$ cat config.mk
export PLATFORM = sky130hd
export DESIGN_NAME = layer_priority_mux
export DESIGN_NICKNAME = d
export VERILOG_FILES = /design/src/rtl/layer_priority_mux.sv
export SDC_FILE = /design/constraint.sdc
export NUM_CORES = 1
export LEC_CHECK = 0
export BUFFER_PORTS_ARGS = -buffer_cell sky130_fd_sc_hd__buf_4
export CAP_MARGIN = 10
export CORE_MARGIN = 10
export CORE_UTILIZATION = 35
export CTS_CLUSTER_DIAMETER = 120
export DETAILED_ROUTE_END_ITERATION = 10
export PLACE_DENSITY = 0.63
export SYNTH_ARGS = -nofsm -noshare
export SYNTH_HDL_FRONTEND = slang
export SYNTH_SLANG_ARGS = --single-unit
$ cat constraint.sdc
create_clock -name clk -period 2 [get_ports clk]
set_clock_uncertainty 0.05 [all_clocks]
set_input_delay 0.4 -clock clk [delete_from_list [all_inputs] [get_ports clk]]
set_output_delay 0.4 -clock clk [all_outputs]
set_load 0.05 [all_outputs]
$ cat src/rtl/layer_priority_mux.sv
// layer_priority_mux: N-layer priority pixel compositor, 2-clock latency, 1 pixel/clock, never stalls.
// Optional macro LAYER_MUX_COLLISION_EN adds the per-frame collisionFlags output and its accumulator.
module layer_priority_mux #(
  parameter int                 NUM_LAYERS  = 8,
  parameter int                 RGB_W       = 8,
  parameter logic [RGB_W-1:0]   TRANSPARENT = 8'hFF,
  parameter logic [RGB_W-1:0]   BACKGROUND  = 8'h00
) (
  input  logic                                clk,
  input  logic                                reset,
  input  logic [NUM_LAYERS-1:0]               layerDR,
  input  logic [NUM_LAYERS*RGB_W-1:0]         RGBLayers,
  input  logic                                pixelValid,
  input  logic                                startOfFrame,
  input  logic                                cfgWrite,
  input  logic [NUM_LAYERS-1:0]               cfgMask,
  output logic                                cfgReady,
  output logic [RGB_W-1:0]                    RGBOut,
  output logic                                RGBValid,
  output logic [$clog2(NUM_LAYERS+1)-1:0]     topLayer
`ifdef LAYER_MUX_COLLISION_EN
  ,
  output logic [NUM_LAYERS-1:0]               collisionFlags
`endif
);

  localparam int              IDX_W  = $clog2(NUM_LAYERS+1);
  localparam logic [IDX_W-1:0] BG_IDX = IDX_W'(NUM_LAYERS);

  logic [NUM_LAYERS-1:0] activeMask;
  logic [NUM_LAYERS-1:0] pendingMask;
  logic                  pendingVld;
  logic                  applyMask;
  logic [NUM_LAYERS-1:0] effMask;
  logic [NUM_LAYERS-1:0] qual;
  logic [IDX_W-1:0]      winIdx;
  logic [RGB_W-1:0]      winRgb;

  logic                  s1Vld;
  logic [IDX_W-1:0]      s1Idx;
  logic [RGB_W-1:0]      s1Rgb;

  // A pending mask takes effect on the startOfFrame pixel itself, so bypass it in.
  always_comb begin
    applyMask = startOfFrame & pendingVld;
    effMask   = applyMask ? pendingMask : activeMask;
  end

  always_comb begin
    qual = '0;
    for (int i = 0; i < NUM_LAYERS; i++) begin
      qual[i] = layerDR[i] & effMask[i] & pixelValid &
                (RGBLayers[i*RGB_W +: RGB_W] != TRANSPARENT);
    end
  end

  // Scan from lowest priority upward so the lowest qualifying index wins.
  always_comb begin
    winIdx = BG_IDX;
    winRgb = BACKGROUND;
    for (int i = NUM_LAYERS-1; i >= 0; i--) begin
      if (qual[i]) begin
        winIdx = IDX_W'(i);
        winRgb = RGBLayers[i*RGB_W +: RGB_W];
      end
    end
  end

  always_ff @(posedge clk or posedge reset) begin
    if (reset) begin
      activeMask  <= '1;
      pendingMask <= '0;
      pendingVld  <= 1'b0;
    end else if (cfgWrite && !pendingVld) begin
      pendingMask <= cfgMask;
      pendingVld  <= 1'b1;
    end else if (applyMask) begin
      activeMask  <= pendingMask;
      pendingVld  <= 1'b0;
    end
  end

  assign cfgReady = ~pendingVld;

  always_ff @(posedge clk or posedge reset) begin
    if (reset) begin
      s1Vld    <= 1'b0;
      s1Idx    <= BG_IDX;
      s1Rgb    <= BACKGROUND;
      RGBValid <= 1'b0;
      topLayer <= BG_IDX;
      RGBOut   <= '0;
    end else begin
      s1Vld    <= pixelValid;
      s1Idx    <= winIdx;
      s1Rgb    <= winRgb;
      RGBValid <= s1Vld;
      topLayer <= s1Idx;
      RGBOut   <= s1Rgb;
    end
  end

`ifdef LAYER_MUX_COLLISION_EN
  logic [NUM_LAYERS-1:0] collAcc;
  logic                  collide;

  // Two or more bits set: clearing the lowest set bit leaves something behind.
  assign collide = |(qual & (qual - NUM_LAYERS'(1)));

  always_ff @(posedge clk or posedge reset) begin
    if (reset) begin
      collAcc        <= '0;
      collisionFlags <= '0;
    end else if (startOfFrame) begin
      collisionFlags <= collAcc;
      collAcc        <= collide ? qual : '0;
    end else if (collide) begin
      collAcc        <= collAcc | qual;
    end
  end
`else
  // Collision tracking is not built in this configuration.
`endif

endmodule

==> results.toml, run 1 <==
[synth]
synth_top_family_by_area = "compound AO/OA/AOI/OAI gates"
synthAdderAreaFrac_pct = 0
synthMuxAreaShare_pct = 3.63
synthSimpleGateAreaFrac_pct = 22.3
synth_compound_area_share_pct = 25.9
synth_cells = 226
seq_area_frac_synth_pct = 43.9
syn_area_mm2 = 0.00248
synth-async-reset-ratio_pct = 100
synth_edf_count = 0
synth_seq_cells = 43
ys_types = 47
synth_warnings = 0
syn_area_per_cell_um2 = 11.0
synth_top_flop_cell = "dfrtp_1"
syn-num-nets = 311
synthXorXnorAreaFrac_pct = 0

[worst_setup_path]
crit_family = "compound AO/OA/AOI/OAI gates"
path_buf_inv = 2
rr_worst_depth = 7
setup.worst_path.start_class = "flop"
cp_slowest_cell = "dfrtp_2"
r2r_start = "pendingVld"
max_stage_delay_ns = 0.48
rr_endpoint = "s1Rgb[0]"
reg2reg_slack_ns = 0.03
worstPathRequired_ns = 2.15
cp-end-kind = "flop"
crit_arrival_ns = 2.12
path_class = "reg -> reg"
critical_path_peak_fanout = 8
worstPathCellList = "buf_6 > buf_4 > a21bo_1 > a2bb2oi_1 > a32o_2 > o311ai_2 > o211ai_1"

[clock_network]
cts_max_level = 2
cts_sinks = 43
path_clk_slew_ns = 0.08
insertion_delay_ns = 0.29
cts_tree = "built"
clockRootBuffer = "clkbuf_8"
cts_buffers = 5
clock_path_buffers = 2

[cells_and_area]
antennaDiodeCount = 0
drive_above_1_share_pct = 52.8
area_delta_synth_final_pct = 54.2
nets = 438
design_area_mm2 = 0.00382
utilization_pct = 56.0

[power]
seq_power_share_pct = 37.9
clkPwrFrac_pct = 18.2
vdd_ir_drop_max_mv = 0.321
p_int_mw = 2.13
power.switching_mw = 1.20
pwr-share-comb_pct = 43.9
powerDensity_mw_per_mm2 = 871
p_leak_nw = 1.70
p_sw_share_pct = 36.1

[sta]
worstMarginPinSlew_ns = 0.537
slew_headroom_pct = 64.2
fmax_mhz = 508
drv_slew = 0
fin_ws_ns = 0.0334
rsz0062_at_grt = "true"
fin_crit_ns = 1.97
finalSetupViolations = 0
hold_viol = 0
post-route-period-util_pct = 98.3

[routing]
vias_per_cell = 5.52
dr.pass1.iters = 4
via_count = 2485
post_drt_wl_per_cell_um = 19.6
ant_nets = 0
wl_mm = 8.82
drcViolationCount = 0
drtIter0Drc = 156

[job]
maxCapViolations = 0

[floorplanning]
chipHeight_um = 104
core-area_mm2 = 0.00683
row_count = 30
die_x_um = 104
dieArea_mm2 = 0.0109
start_util_pct = 36.3
ios = 99

[placement]
routabilityCongestion = 0.865
io_buffer_count = 98
hpwl_mm = 6.83
post-place-ws_ns = -0.266
dpl_cell_area_mm2 = 0.00344

[run_status]
outcome = "completed"

[global_routing]
track_usage_pct = 15.0
grt_pass1_wl_mm = 13.5
antenna_found_initial = 0
grt_pass1_vias = 2552
overflow = 0
grt_max_degree = 44

[hold_path]
min_path_type = "in -> async"
-- cells in the final DEF, fill, tap and decap left out, types with 2 or more instances in the layout --
cell type,count
o22a_1,5
a22oi_1,5
or3_1,3
buf_6,4
dfstp_2,10
inv_1,2
and3_4,2
mux2_1,8
nor2_1,5
a22oi_2,2
o211ai_1,11
nor4b_1,6
a32o_2,2
nand4_1,15
a31oi_1,6
a21boi_2,3
a21o_1,2
dfrtp_1,32
nor4b_2,2
clkbuf_8,7
a21boi_4,2
o21ai_0,2
and2_1,6
nor3b_1,6
a211o_1,3
a32o_1,3
o221a_4,3
o221a_2,2
a21bo_1,3
nand2_1,9
and3_1,12
nand3_1,5
buf_4,127
o311ai_2,5
or2_1,6
o221ai_4,4
a2111oi_2,3
o21bai_1,2
-- layout make-up --
| cell class | instances | area, µm² |
|---|---|---|
| clock buffer | 7 | 96.3 |
| clock inverter | 1 | 7.51 |
| fill | 629 | 3010 |
| inverter | 3 | 11.3 |
| tap | 96 | 120 |
| multi-input combinational | 168 | 1480 |
| sequential | 43 | 1090 |
| timing repair buffer | 132 | 1020 |
-- timing repair --
item                       4_1_cts  5_1_grt
hold endpoints to repair         0        0
pin swaps                        0       14
buffers inserted                 0       10
setup endpoints to repair        8        9
gates resized for setup         10       31
hold buffers                     0        0
cloned                           0        2
-- flip-flops by register name, summed over array words and instances (netlist names) --
signal / count
pendingVld: 1
topLayer: 4
pendingMask: 8
s1Rgb: 8
activeMask: 8
RGBOut: 8
RGBValid: 1
s1Vld: 1
s1Idx: 4
-- cells in the mapped netlist, types with 3 or more instances --
| master | number | area (µm²) |
|---|---|---|
| mux2_1 | 8 | 90.1 |
| dfrtp_1 | 33 | 826 |
| nand2_1 | 9 | 33.8 |
| nand3_1 | 5 | 25.0 |
| inv_1 | 3 | 11.3 |
| or3_1 | 3 | 18.8 |
| a22oi_1 | 7 | 52.6 |
| a31oi_1 | 6 | 37.5 |
| o311ai_1 | 5 | 43.8 |
| buf_2 | 3 | 15.0 |
| dfstp_2 | 10 | 263 |
| nor4b_1 | 8 | 70.1 |
| buf_6 | 4 | 45.0 |
| clkbuf_1 | 5 | 18.8 |
| nand4_1 | 15 | 93.8 |
| o21ai_0 | 3 | 15.0 |
| and3_1 | 12 | 75.1 |
| or2_1 | 7 | 43.8 |
| and2_1 | 6 | 37.5 |
| o221ai_2 | 4 | 60.1 |
| o211ai_1 | 11 | 82.6 |
| a2111oi_0 | 3 | 26.3 |
| o221a_4 | 3 | 60.1 |
| nor2_1 | 5 | 18.8 |
| a211o_1 | 3 | 26.3 |
| a21bo_1 | 3 | 30.0 |
| a21boi_1 | 3 | 22.5 |
| nor3b_1 | 6 | 45.0 |
| a32o_1 | 5 | 50.1 |
| o22a_1 | 5 | 43.8 |
-- worst max-delay path by stage --
stage                             from  endpoint  slack [ns]  cells past startpoint
final                       pendingVld  s1Rgb[0]        0.03                      7
after global routing        pendingVld  s1Rgb[5]       -0.07                      6
after CTS                   pendingVld  s1Rgb[1]       -0.01                      7
after detailed placement    pendingVld  s1Rgb[1]       -0.27                      5
after global placement    startOfFrame  s1Rgb[2]       -0.22                      7
after floorplan           startOfFrame  s1Rgb[0]        0.10                      7
-- routing by layer --
metal  share of wire (%)  global-route usage (%)
met4                 1.6                    3.88
met5                   0                       0
met1                  43                    19.6
met2                  47                    23.8
met3                 7.9                    4.21
-- stage by stage --
stage	power (mW)	cells	hold WS, ns	TNS (ns)
after CTS	3.21	438	0.200	-0.0101
after floorplan	2.07	226	0.281	0
after detailed placement	2.57	430	0.287	-0.826
final	3.33	450	0.180	0
after global placement	2.55	430	0.283	-0.641
after global routing	3.50	450	0.232	-0.172
-- power groups by stage --
stage                     logic [mW]  clock network [mW]  registers [mW]
final                           1.46               0.607            1.26
after global routing            1.56               0.658            1.29
after CTS                       1.32               0.626            1.26
after detailed placement        1.29                   0            1.28
after global placement          1.27                   0            1.28
after floorplan                0.518                   0            1.55
-- worst register-to-register path, cell delays in order (launching register included) --
cell       delay (ns)
dfrtp_2          0.48
buf_6            0.16
buf_4            0.13
a21bo_1          0.19
a2bb2oi_1        0.41
a32o_2           0.23
o311ai_2         0.10
o211ai_1         0.13
-- cells by family (layout without fill, tap and decap cells) --
group,count (synthesis),in the layout
DFF,43,43
buffers and inverters,17,143
muxes,8,8
AOI/OAI and AO/OA,72,74
and+or+nand+nor,86,86
Note: power is estimated with default switching activity, not from simulation.
==> run 2, diff against run 1 <==
--- a/config.mk
+++ b/config.mk
@@ -9,9 +9,9 @@
 export CAP_MARGIN = 10
 export CORE_MARGIN = 10
 export CORE_UTILIZATION = 35
-export CTS_CLUSTER_DIAMETER = 120
 export DETAILED_ROUTE_END_ITERATION = 10
 export PLACE_DENSITY = 0.63
+export SETUP_SLACK_MARGIN = 0.05
 export SYNTH_ARGS = -nofsm -noshare
 export SYNTH_HDL_FRONTEND = slang
 export SYNTH_SLANG_ARGS = --single-unit
==> run 2 against run 1 <==
The flow now finishes with violations (setup timing). Flip-flop and latch count did not move. Via count decreased by 1.6%. Clock power about the same. Final cell count up 0.44%. Sequential power about the same. Critical endpoint is now s1Rgb[1]. Largest power group unchanged.
==> results.toml, run 2 (synthesis results as in run 1) <==
[sta]
hold_viol = 0
rsz0062_at_grt = "true"
fin_ws_ns = -0.00836
post-route-period-util_pct = 100
fin_crit_ns = 2.01
worstMarginPinSlew_ns = 0.534
drv_slew = 0
tns_ns = -0.00836
finalSetupViolations = 1
whs_ns = 0.177
fmax_mhz = 498
slew_headroom_pct = 64.4

[cells_and_area]
antennaDiodeCount = 0
nets = 440
layout_common_cells = "buf_4 (132), dfrtp_1 (32), nand4_1 (15), and3_1 (11), o211ai_1 (11)"
area_delta_synth_final_pct = 56.1
drive_above_1_share_pct = 55.1
mostFrequentLayoutCell = "buf_4"
layoutNonFillerInstCount = 452

[hold_path]
min_path_type = "in -> async"

[power]
power.switching_mw = 1.20
vdd_ir_drop_max_mv = 0.331
pwr-share-comb_pct = 44.1
seq_power_share_pct = 37.8
p_sw_share_pct = 35.9
power.total_mw = 3.34
powerDensity_mw_per_mm2 = 863
p_leak_nw = 1.73
p_int_mw = 2.14
clkPwrFrac_pct = 18.1

[clock_network]
path_clk_slew_ns = 0.08
clock_path_buffers = 2
cts_buffers = 5
cts_max_level = 2
cts_tree = "built"
clockRootBuffer = "clkbuf_8"
insertion_delay_ns = 0.29
cts_sinks = 43
cts_hold_buffers = 0

[floorplanning]
core-area_mm2 = 0.00683
dieArea_mm2 = 0.0109
ios = 99
chipHeight_um = 104
start_util_pct = 36.3
die_x_um = 104
row_count = 30

[routing]
drtIter0Drc = 154
vias_per_cell = 5.41
drcViolationCount = 0
dr.pass1.iters = 4
via_count = 2446
wl_mm = 8.53
ant_nets = 0
post_drt_wl_per_cell_um = 18.9

[placement]
hpwl_mm = 6.83
routabilityCongestion = 0.865
dp.cells = 430
io_buffer_count = 98
post-place-ws_ns = -0.266

[worst_setup_path]
worstPathRequired_ns = 2.11
crit_arrival_ns = 2.11
setup.worst_path.start_class = "flop"
cp_slowest_cell = "dfrtp_2"
crit_family = "compound AO/OA/AOI/OAI gates"
max_stage_delay_ns = 0.48
cp-end-kind = "flop"
worstPathCellList = "buf_6 > a21boi_4 > o221a_4 > nor4b_1 > a2111oi_2 > o211ai_1"
r2r_start = "pendingVld"
critical_path_peak_fanout = 12
path_buf_inv = 1
startpoint = "pendingVld"
path_class = "reg -> reg"

[global_routing]
grt_max_degree = 44
antenna_found_initial = 0
overflow = 0
grt_pass1_vias = 2547
track_usage_pct = 15.2
grt_pass1_wl_mm = 13.6

[run_status]
outcome = "finished, violations left"
violations = "setup timing"

[job]
maxCapViolations = 0
run 2: cell types whose count changed in the layout (fill, tap and decap cells not counted), sizes merged:
cell   delta
o221a     -1
buf       +3
run 2: per-stage QoR:
stage	area [µm²]	util [%]
2_1_floorplan	2480	-
3_3_place_gp	3440	50.3
3_5_place_dp	3440	50.3
4_1_cts	3640	53.4
5_1_grt	3870	56.7
6_report	3870	56.7
run 2: routing by layer:
| metal | up-vias | GRT usage, % | wire length [µm] |
|---|---|---|---|
| li1 | 1165 | - | - |
| met1 | 1175 | 20.0 | 3840 |
| met2 | 99 | 23.8 | 3980 |
| met3 | 7 | 4.21 | 626 |
| met4 | 0 | 3.88 | 91 |
| met5 | - | 0 | 0 |
run 2: what timing repair did:
item | in CTS | in global routing
gates cloned | 0 | 1
resized for setup | 20 | 26
setup endpoints to repair | 11 | 11
buffers inserted | 1 | 12
pin swaps | 3 | 9
run 2: power by group through the flow:
stage	clock, mW	combinational, mW	sequential, mW
3_3_place_gp	0	1.27	1.28
3_5_place_dp	0	1.29	1.28
4_1_cts	0.626	1.36	1.26
5_1_grt	0.658	1.57	1.29
6_report	0.605	1.47	1.26
2_1_floorplan	0	0.518	1.55
run 2: worst paths after layout:
check	end	slack [ns]	depth (start not counted)
max	s1Rgb[1]	-0.008	6
min	RGBValid	0.18	3
max reg2reg	s1Rgb[1]	-0.008	6
min reg2reg	topLayer[1]	0.30	0
max in group asynchronous	s1Idx[3]	1.34	3
min in group clk	s1Vld	0.26	1
run 2: layout make-up:
type | count | area (µm²)
sequential | 43 | 1090
multi-input combinational | 167 | 1520
clock buffer | 7 | 96.3
clock inverter | 1 | 7.51
fill | 611 | 2960
timing repair buffer | 135 | 1030
inverter | 3 | 11.3
tap | 96 | 120
run 2: worst register-to-register path, stage by stage, from the launching register on:
cell,delay [ns]
dfrtp_2,0.48
buf_6,0.16
a21boi_4,0.19
o221a_4,0.33
nor4b_1,0.10
a2111oi_2,0.38
o211ai_1,0.17
